### src/rtl/mem_access_pkg.sv
`default_nettype none
// ============================================================================
// Module      : mem_access_pkg
// Description : Shared definitions for the MEM-stage load/store initiator:
//               operation codes, op-field bit positions, access sizes, the
//               FSM state encoding, the default RAM depth and an op-code
//               legality helper.
// Revision    : 1.0 - initial release
// ============================================================================
package mem_access_pkg;

   // Op-field layout: bit3 = store, bit2 = unsigned, bits[1:0] = size
   localparam int OP_STORE_BIT    = 3;
   localparam int OP_UNSIGNED_BIT = 2;

   localparam logic [1:0] SIZE_BYTE = 2'd0;
   localparam logic [1:0] SIZE_HALF = 2'd1;
   localparam logic [1:0] SIZE_WORD = 2'd2;

   localparam logic [3:0] OP_LB  = 4'h0;
   localparam logic [3:0] OP_LH  = 4'h1;
   localparam logic [3:0] OP_LW  = 4'h2;
   localparam logic [3:0] OP_LBU = 4'h4;
   localparam logic [3:0] OP_LHU = 4'h5;
   localparam logic [3:0] OP_SB  = 4'h8;
   localparam logic [3:0] OP_SH  = 4'h9;
   localparam logic [3:0] OP_SW  = 4'hA;

   localparam int DEFAULT_DEPTH_WORDS = 3072;

   typedef enum logic [1:0] {
      ST_IDLE   = 2'd0,
      ST_ACCESS = 2'd1,
      ST_RESP   = 2'd2
   } state_t;

   function automatic logic op_is_legal(input logic [3:0] op);
      logic legal;
      case (op)
         OP_LB, OP_LH, OP_LW, OP_LBU, OP_LHU,
         OP_SB, OP_SH, OP_SW: legal = 1'b1;
         default:             legal = 1'b0;
      endcase
      return legal;
   endfunction

endpackage
`default_nettype wire

### src/rtl/mem_lane_align.sv
`default_nettype none
// ============================================================================
// Module      : mem_lane_align
// Description : Combinational byte-lane logic. Builds byte enables and
//               replicated write data for stores, and extracts plus sign- or
//               zero-extends the addressed lane of read data for loads.
// Ports       : op        - latched operation code
//               addr_lo   - byte offset within the word (addr[1:0])
//               wdata     - right-justified store data
//               rdata     - RAM read data
//               be        - byte enables for the access size/offset
//               wdata_rep - store data replicated across all lanes
//               load_data - extended load result
// Revision    : 1.0 - initial release
// ============================================================================
module mem_lane_align
   import mem_access_pkg::*;
(
   input  logic [3:0]  op,
   input  logic [1:0]  addr_lo,
   input  logic [31:0] wdata,
   input  logic [31:0] rdata,
   output logic [3:0]  be,
   output logic [31:0] wdata_rep,
   output logic [31:0] load_data
);

   logic [7:0]  byte_lane;
   logic [15:0] half_lane;
   logic        is_unsigned;

   assign is_unsigned = op[OP_UNSIGNED_BIT];
   assign byte_lane   = rdata[8*addr_lo +: 8];
   assign half_lane   = rdata[16*addr_lo[1] +: 16];

   always_comb begin
      be        = 4'b1111;
      wdata_rep = wdata;
      load_data = rdata;
      case (op[1:0])
         SIZE_BYTE: begin
            be        = 4'b0001 << addr_lo;
            wdata_rep = {4{wdata[7:0]}};
            load_data = is_unsigned ? {24'h0, byte_lane}
                                    : {{24{byte_lane[7]}}, byte_lane};
         end
         SIZE_HALF: begin
            be        = addr_lo[1] ? 4'b1100 : 4'b0011;
            wdata_rep = {2{wdata[15:0]}};
            load_data = is_unsigned ? {16'h0, half_lane}
                                    : {{16{half_lane[15]}}, half_lane};
         end
         default: begin
            be        = 4'b1111;
            wdata_rep = wdata;
            load_data = rdata;
         end
      endcase
   end

endmodule
`default_nettype wire

### src/rtl/mem_access_unit.sv
`default_nettype none
// ============================================================================
// Module      : mem_access_unit
// Description : MEM-stage load/store initiator for the data RAM port. Takes
//               one request at a time (IDLE -> ACCESS -> RESP), drives the
//               word-addressed byte-enabled RAM for one cycle, checks for
//               misaligned / out-of-range / illegal accesses and returns a
//               registered response under valid/ready.
// Ports       : clk, rst_n                 - clock, async active-low reset
//               req_valid/req_ready        - request handshake
//               req_op/addr/wdata/rd       - request payload
//               flush                      - pipeline kill
//               rsp_valid/rsp_ready        - response handshake
//               rsp_data/rd/err/badaddr    - response payload
//               mem_addr/we/be/wdata/rdata - RAM port (combinational read)
// Revision    : 1.0 - initial release
// ============================================================================
module mem_access_unit
   import mem_access_pkg::*;
#(
   parameter int ADDR_W      = 14,
   parameter int DEPTH_WORDS = DEFAULT_DEPTH_WORDS
)(
   input  logic              clk,
   input  logic              rst_n,
   input  logic              req_valid,
   output logic              req_ready,
   input  logic [3:0]        req_op,
   input  logic [31:0]       req_addr,
   input  logic [31:0]       req_wdata,
   input  logic [4:0]        req_rd,
   input  logic              flush,
   output logic              rsp_valid,
   input  logic              rsp_ready,
   output logic [31:0]       rsp_data,
   output logic [4:0]        rsp_rd,
   output logic              rsp_err,
   output logic [31:0]       rsp_badaddr,
   output logic [ADDR_W-3:0] mem_addr,
   output logic              mem_we,
   output logic [3:0]        mem_be,
   output logic [31:0]       mem_wdata,
   input  logic [31:0]       mem_rdata
);

   state_t      state, state_nxt;

   logic [3:0]  held_op;
   logic [31:0] held_addr;
   logic [31:0] held_wdata;
   logic [4:0]  held_rd;

   logic [3:0]  lane_be;
   logic [31:0] lane_wdata;
   logic [31:0] lane_load;

   logic        op_illegal;
   logic        misaligned;
   logic        out_of_range;
   logic        access_err;
   logic        is_store;
   logic        in_access;
   logic [31:0] word_idx;

   mem_lane_align u_lane_align (
      .op        (held_op),
      .addr_lo   (held_addr[1:0]),
      .wdata     (held_wdata),
      .rdata     (mem_rdata),
      .be        (lane_be),
      .wdata_rep (lane_wdata),
      .load_data (lane_load)
   );

   // ---------------- error check on the latched request -------------------
   assign op_illegal   = !op_is_legal(held_op);
   assign misaligned   = ((held_op[1:0] == SIZE_HALF) && held_addr[0]) ||
                         ((held_op[1:0] == SIZE_WORD) && (held_addr[1:0] != 2'b00));
   assign word_idx     = 32'(held_addr[ADDR_W-1:2]);
   assign out_of_range = (held_addr[31:ADDR_W] != '0) ||
                         (word_idx >= $unsigned(DEPTH_WORDS));
   assign access_err   = op_illegal || misaligned || out_of_range;
   // Illegal codes behave as loads, so they can never write
   assign is_store     = held_op[OP_STORE_BIT] && !op_illegal;
   assign in_access    = (state == ST_ACCESS);

   // ---------------- RAM port ---------------------------------------------
   // Address and data come straight from the request latch, so they hold the
   // last request's values outside ACCESS and read 0 after reset.
   assign mem_addr  = held_addr[ADDR_W-1:2];
   assign mem_wdata = lane_wdata;
   assign mem_be    = (in_access && !access_err) ? lane_be : 4'b0000;
   // Flush and reset both kill the write without waiting for a clock edge
   assign mem_we    = in_access && is_store && !access_err && !flush;

   assign req_ready = (state == ST_IDLE) && !flush;
   assign rsp_valid = (state == ST_RESP);

   // ---------------- FSM ---------------------------------------------------
   always_ff @(posedge clk or negedge rst_n) begin
      if (!rst_n) state <= ST_IDLE;
      else        state <= state_nxt;
   end

   always_comb begin
      state_nxt = state;
      case (state)
         ST_IDLE:   if (req_valid && !flush) state_nxt = ST_ACCESS;
         ST_ACCESS: state_nxt = flush ? ST_IDLE : ST_RESP;
         ST_RESP:   if (flush || rsp_ready) state_nxt = ST_IDLE;
         default:   state_nxt = ST_IDLE;
      endcase
   end

   // ---------------- request latch ----------------------------------------
   always_ff @(posedge clk or negedge rst_n) begin
      if (!rst_n) begin
         held_op    <= 4'h0;
         held_addr  <= 32'h0;
         held_wdata <= 32'h0;
         held_rd    <= 5'h0;
      end else if (req_valid && req_ready) begin
         held_op    <= req_op;
         held_addr  <= req_addr;
         held_wdata <= req_wdata;
         held_rd    <= req_rd;
      end
   end

   // ---------------- response register ------------------------------------
   // Loaded only at the end of a non-flushed ACCESS; stable through RESP.
   always_ff @(posedge clk or negedge rst_n) begin
      if (!rst_n) begin
         rsp_data    <= 32'h0;
         rsp_rd      <= 5'h0;
         rsp_err     <= 1'b0;
         rsp_badaddr <= 32'h0;
      end else if (in_access && !flush) begin
         rsp_data    <= (access_err || is_store) ? 32'h0 : lane_load;
         rsp_rd      <= held_rd;
         rsp_err     <= access_err;
         rsp_badaddr <= access_err ? held_addr : 32'h0;
      end
   end

endmodule
`default_nettype wire
### config.mk
export PLATFORM = sky130hd
export DESIGN_NAME = mem_access_unit
export DESIGN_NICKNAME = d
export VERILOG_FILES = /design/src/rtl/mem_access_pkg.sv /design/src/rtl/mem_lane_align.sv /design/src/rtl/mem_access_unit.sv
export SDC_FILE = /design/constraint.sdc
export NUM_CORES = 1
export LEC_CHECK = 0
export ABC_AREA = 1
export BUFFER_PORTS_ARGS = -buffer_cell sky130_fd_sc_hd__buf_2
export CORE_MARGIN = 4
export CORE_UTILIZATION = 40
export DETAILED_ROUTE_END_ITERATION = 12
export PLACE_DENSITY = 0.66
export SETUP_SLACK_MARGIN = 0.05
export SLEW_MARGIN = 0
export SYNTH_ARGS = -nofsm -noshare
export SYNTH_HDL_FRONTEND = slang
export SYNTH_SLANG_ARGS = --single-unit
export TNS_END_PERCENT = 20
### constraint.sdc
create_clock -name clk -period 1.8 [get_ports clk]
set_input_delay 0 -clock clk [delete_from_list [all_inputs] [get_ports clk]]
set_output_delay 0 -clock clk [all_outputs]
set_load 0.01 [all_outputs]
==> results of run 1 <==
## power by group through the flow
stage	clock network (W)	logic [W]	registers, W
2_1_floorplan	0	0.00141	0.00422
3_3_place_gp	0	0.00246	0.00420
3_5_place_dp	0	0.00249	0.00420
4_1_cts	0.00349	0.00273	0.00415
5_1_grt	0.00364	0.00317	0.00422
6_report	0.00344	0.00283	0.00415
## cell type report
class                   count  share of cell area
flip-flops and latches    145               0.367
multi-input cells         606               0.267
repair buffers            378               0.266
clock buffers              21              0.0476
well taps                 220              0.0278
inverters                  38              0.0148
clock inverters            11              0.0105
## cells by family (layout without fill, tap and decap cells)
logic type	after synthesis	in the layout
buf+inv	102	448
flops	145	145
simple gates	526	526
compound gates	80	80
## stage by stage
stage / TNS (ps) / cells / worst slack (ps) / total power (W) / area [um^2]
global placement: 0 / 1263 / 229 / 0.00665 / 8040
finish: -93.1 / 1419 / -40.6 / 0.0104 / 9890
detailed placement: 0 / 1263 / 189 / 0.00669 / 8040
global route: -995 / 1419 / -210 / 0.0110 / 9890
floorplan: 0 / 853 / 316 / 0.00563 / 6700
CTS: -407 / 1410 / -112 / 0.0104 / 9780
## final timing paths
check                                  start               to  cells after the start
worst max-delay path              held_op[0]        mem_be[1]                      8
worst min-delay path               req_valid    held_addr[23]                      4
worst max register to register  held_addr[0]     rsp_data[27]                     11
worst min register to register     rsp_rd[0]        rsp_rd[0]                      2
max in group asynchronous              rst_n  rsp_badaddr[16]                      3
min in group asynchronous              rst_n     held_addr[9]                      3
## sequential cells by signal (all words and copies together) (netlist names)
signal	cells
rsp_err	1
held_wdata	32
held_addr	32
rsp_badaddr	32
held_op	4
held_rd	5
state	2
rsp_data	32
rsp_rd	5
## per-layer routing
| metal | vias to the layer above | global-route usage |
|---|---|---|
| met3 | 54 | 0.0584 |
| li1 | 3317 | - |
| met2 | 279 | 0.370 |
| met1 | 3150 | 0.305 |
| met4 | 0 | 0.0904 |
| met5 | - | 0 |
## cell usage after synthesis, drive strengths merged
cell type / n
a21oi: 2
a22oi: 7
buf: 44
clkbuf: 20
dfrtp: 145
inv: 38
nand2: 441
nand3: 44
nand4: 3
nor2: 29
nor3: 3
o211ai: 16
o21ai: 55
or2: 6
## worst min-delay path: stages
cell and delay [ps]:
buf_2 90, nand2_2 70, clkinv_2 180, o21ai_0 100
## timing repair
action                                 4_1_cts  5_1_grt
gates resized for setup                     12       15
endpoints found under the hold margin      251        0
setup buffers                                6        9
hold buffers                               109        0
pin swaps                                    8       11
setup endpoints to repair                   13       48
==> results.md, run 1 <==
* Most common cell after layout, fill and taps aside: nand2_1
* First-pass GRT wire length at 34400 um
* Top Family by Delay on Critical Path: simple AND/OR/NAND/NOR gates
* Most frequent cells in the layout: 435 x nand2_1, 228 x buf_2, 143 x dfrtp_1
* # diodes at 0
* WL met2 at 10100 um
* Leakage at 5.47 nW
* Comb pwr share at 0.272
* Clock power share at 0.330
* Die Ht at 137 um
* PortBufs at 230
* Synth cell types at 24
* FF+latch area at 3630 um^2
* Met3 wire len at 1680 um
* Total die area at 18900 um^2
* Complex-gate fraction of the synthesized area at 0.0683
* Met1 WL at 9140 um
* Synth Area in Adders at 0
* Final core utilization at 0.599
* Site Rows at 47
* Placer congestion estimate at 0.843
* R2R Setup Slk at 100 ps
* Multiplexer share of the synthesized area at 0
* DRC errors left at 0
* Post-route ant nets at 0
* IO Pins at 231
* Area contributors post-synth: dfrtp_1 54%, nand2_1 25%, o21ai_0 3.9%
* Max incr delay on CP at 450 ps
* Syn Area/Cell at 7.86 um^2
* Clk sinks at 145
* Setup Viol. Count Final at 3
* Status: finished with violations
* Initial antenna violation count at 0
* Initial drt markers at 397
* Sequential share of power at 0.398
* Sequential fraction of the synthesis area at 0.541
* Crit-path most repeated cell: nand2_1
* Grt total ovfl at 0
* Power Density at 1050 nW/um^2
* Sw Ratio at 0.326
* Num CTS Buffers at 17
* Core area at 16500 um^2
* Post-Syn Nets at 963
* HP Class: input pin to flip-flop
* Synthesized area at 6700 um^2
* FF+latch count, synth at 145
* Sum of buffers and inverters on the critical path at 1
* Synth top area share at 0.541
* Max Clock Freq at 543 MHz
* Critical-path cell list: nand2_1 > nand2_1 > nand2_1 > nand2_1 > nor2_4 > nand4_1 > nor2_1 > buf_2
* First-pass iteration count of the detailed router at 5
* NumNets Final at 1296
* VDD IR max at 0.000660 V
* Global Route Usage Sum at 0.232
* Slew Viols, Final at 0
* Die width at 137 um
* Crit. End Element: output port
* Vias at 6800
* Kind of critical path: flip-flop to output port
* Slew HR at 0.403
* Largest net degree at the start of global routing at 54
* Combinational family with the most area after synthesis: simple AND/OR/NAND/NOR gates
* Post-Synth Simple-Gate Area at 0.315
* Cells after synthesis at 853
* Slew @ Worst Pin at 893 ps
* Tmin final at 1840 ps
* Wire per inst at 15.2 um
* Yosys warning count at 0
* Synth-to-layout area growth at 47.6%
* Required time of the critical path at 1800 ps
* Net switching power at 0.00340 W
* Layout Skew at 15.5 ps
* TritonCTS clock tree: yes
* Fill count at 1483
* Multi-input logic area at 2640 um^2
* H-tree depth at 4
* RSZ-0062 raised after global routing: yes
* Final Hold Viols at 0
* Failing checks: negative setup slack
* Clk buf depth at 2
* Yosys top cell by area: dfrtp_1
* Startpoint types: flip-flop
* Pint at 0.00702 W
* WL final at 21500 um
* # Max-Cap Violations at 0
* Final HPWL DP at 14500 um
* Peak fanout along the critical path at 5
* Tcrit/Tclk final at 1.02
* Reg clk slew, reported paths at 60 ps
* Slowest CP cell: dfrtp_2
* Clk_lat worst skew at 430 ps
* Drt via density at 4.79
* Starting Density at 0.406
* Fin worst setup slack at -40.6 ps
* Critical Path AT at 1840 ps
* Vias in the first global route at 6751
* Fraction of layout cells with a size suffix above 1 at 0.284
* Top Layer Used: met4
* Post-synthesis xor/xnor area fraction at 0
* Hold slack at 71.8 ps
* Root buffer cell: clkbuf_16
Note: power is estimated with default switching activity, not from simulation.
==> inputs of run 2 (changes only) <==
--- a/config.mk
+++ b/config.mk
@@ -10,7 +10,7 @@
 export CORE_MARGIN = 4
 export CORE_UTILIZATION = 40
 export DETAILED_ROUTE_END_ITERATION = 12
-export PLACE_DENSITY = 0.66
+export PLACE_DENSITY = 0.78
 export SETUP_SLACK_MARGIN = 0.05
 export SLEW_MARGIN = 0
 export SYNTH_ARGS = -nofsm -noshare
==> run 2 against run 1 <==
Against the previous run: the run now ends clean; sequential share of layout area decreased by 0.26 points; largest power group unchanged; combinational power increased by 2%; clock-buffer cell count up 1; power increased by 0.70%; wire length up 5.9%; register-to-register slack improved by 20 ps; global-route usage is 0.76 points higher; clock power hardly changed; critical path type unchanged.
==> results.md, run 2 (synthesized netlist as in run 1, its figures left out) <==
* Crit. End Element: output port
* First-pass GRT wire length at 35500 um (+3.3%)
* Leakage at 5.47 nW (about the same)
* Final HPWL DP at 14700 um (+1.3%)
* Worst R2R End: rsp_data[20]
* Startpoint types: flip-flop
* Site Rows at 47 (unchanged)
* Grt total ovfl at 0 (unchanged)
* Pre-CTS WS at 134 ps (-54.6 ps)
* Root buffer cell: clkbuf_16
* Post-DP Area at 8040 um^2 (about the same)
* Setup crit end: mem_wdata[14]
* H-tree depth at 4 (unchanged)
* Fin worst setup slack at 3.96 ps (+44.5 ps)
* Vias in the first global route at 7198 (+6.6%)
* Core area at 16500 um^2 (unchanged)
* Slew @ Worst Pin at 554 ps (-338 ps)
* Worst setup path startpoint: held_op[1]
* Clk sinks at 145 (unchanged)
* First-pass iteration count of the detailed router at 7 (+2)
* Starting Density at 0.406 (unchanged)
* Power Density at 1050 nW/um^2 (about the same)
* R2r worst-path depth at 11 (unchanged)
* Tmin final at 1800 ps (-44.5 ps)
* Fill count at 1377 (-7.1%)
* Initial antenna violation count at 1 (+1)
* HP Class: input pin to flip-flop
* Num CTS Buffers at 17 (unchanged)
* Slew Viols, Final at 0 (unchanged)
* Hold slack at 91.9 ps (+20.1 ps)
* Required time of the critical path at 1800 ps (about the same)
* Fin area at 9960 um^2 (+0.71%)
* Fraction of layout cells with a size suffix above 1 at 0.288 (+0.00452)
* Reg clk slew, reported paths at 60 ps (about the same)
* Final Hold Viols at 0 (unchanged)
* Placer congestion estimate at 0.880 (+4.4%)
* Drt via density at 5.00 (+4.4%)
* VDD IR max at 0.000625 V (-5.4%)
* Most common cell after layout, fill and taps aside: nand2_1
* Layout Skew at 9.96 ps (-5.55 ps)
* Peak fanout along the critical path at 15 (+10)
* Slew HR at 0.630 (+0.228)
* Post-route ant nets at 0 (unchanged)
* Status: finished, final reports clean
* Kind of critical path: flip-flop to output port
* Largest net degree at the start of global routing at 58 (+7.4%)
* Synth-to-layout area growth at 48.6%
* DRC errors left at 0 (unchanged)
* IO Pins at 231 (unchanged)
* Clk buf depth at 2 (unchanged)
* PortBufs at 230 (unchanged)
* Vias at 7116 (+4.6%)
* R2r startpoint: held_addr[0]
* Die Ht at 137 um (unchanged)
* Die width at 137 um (unchanged)
* Critical Path AT at 1800 ps (-40 ps)
* Setup Viol. Count Final at 0 (-3)
* Global Route Usage Sum at 0.240 (+0.00763)
* NumNets Final at 1298 (+0.15%)
* RSZ-0062 raised after global routing: yes
* Max Clock Freq at 557 MHz (+2.5%)
* # Max-Cap Violations at 0 (unchanged)
* Total die area at 18900 um^2 (unchanged)
* TritonCTS clock tree: yes
* Clk_lat worst skew at 410 ps (-20 ps)
* Most frequent cells in the layout: 434 x nand2_1, 224 x buf_2, 143 x dfrtp_1
* Wire per inst at 16.0 um (+5.7%)
* Tcrit/Tclk final at 0.998 (-0.0247)
* R2R Setup Slk at 120 ps (+20 ps)
* Initial drt markers at 626 (+58%)
* WL final at 22800 um (+5.9%)
run 2: cell count changes in the layout (fill, tap and decap cells not counted), sizes merged:
cell         delta
diode           +1
inv             +2
clkinv          -5
clkbuf          +1
clkinvlp        +2
nand3           +1
dlygate4sd3     -1
buf             +2
run 2: how the worst min path moves through the flow:
stage,startpoint,end,slack (ps),depth (start not counted)
final,req_valid,state[0],90,4
after global routing,req_valid,state[0],110,4
after CTS,req_valid,state[0],100,4
after detailed placement,rst_n,held_rd[2],20,1
after global placement,rst_n,held_rd[2],6,1
after floorplan,rst_n,held_addr[0],-300,0
run 2: power breakdown:
group / total, W / switching (W) / internal [W] / leakage (nW)
combinational: 0.00290 / 0.00171 / 0.00119 / 3.33
sequential: 0.00417 / 0.000366 / 0.00380 / 1.86
clock: 0.00343 / 0.00140 / 0.00203 / 0.270
total: 0.0105 / 0.00347 / 0.00702 / 5.47
run 2: metal layers:
metal | vias to the layer above | share of wire | GRT usage
met5 | - | 0 | 0
met4 | 0 | 0.044 | 0.124
met3 | 104 | 0.089 | 0.0694
met2 | 398 | 0.48 | 0.393
met1 | 3292 | 0.39 | 0.286
li1 | 3322 | - | -
run 2: repair_timing:
action                     in CTS  in global routing
setup buffers                   9                  5
setup endpoints to repair      16                 52
pin swaps                       7                 11
gates cloned                    0                  1
hold buffers                  108                  0
gates resized for setup        22                 19
hold endpoints to repair      159                  0
run 2: worst max-delay path, stage by stage, from the launching register on:
cell and delay, ps:
dfrtp_2 460, nor2_2 230, buf_4 250, nand2_1 80, o21ai_0 150, buf_2 200
run 2: cell type report:
class                      count  area [um^2]  share of cell area
sequential                   145         3630               0.365
multi-input combinational    607         2700               0.271
timing repair buffer         379         2640               0.265
clock buffer                  22          474              0.0476
tap                          220          275              0.0276
inverter                      38          148              0.0148
clock inverter                10          100              0.0100
antenna                        1         2.50            0.000251
run 2: stage by stage:
| stage | utilization | cells | total power (W) | setup TNS, ps |
|---|---|---|---|---|
| CTS | 0.595 | 1415 | 0.0104 | -118 |
| detailed placement | 0.486 | 1266 | 0.00669 | 0 |
| finish | 0.603 | 1422 | 0.0105 | 0 |
| global placement | 0.486 | 1266 | 0.00663 | 0 |
| global route | 0.603 | 1422 | 0.0111 | -991 |
| floorplan | - | 853 | 0.00563 | 0 |
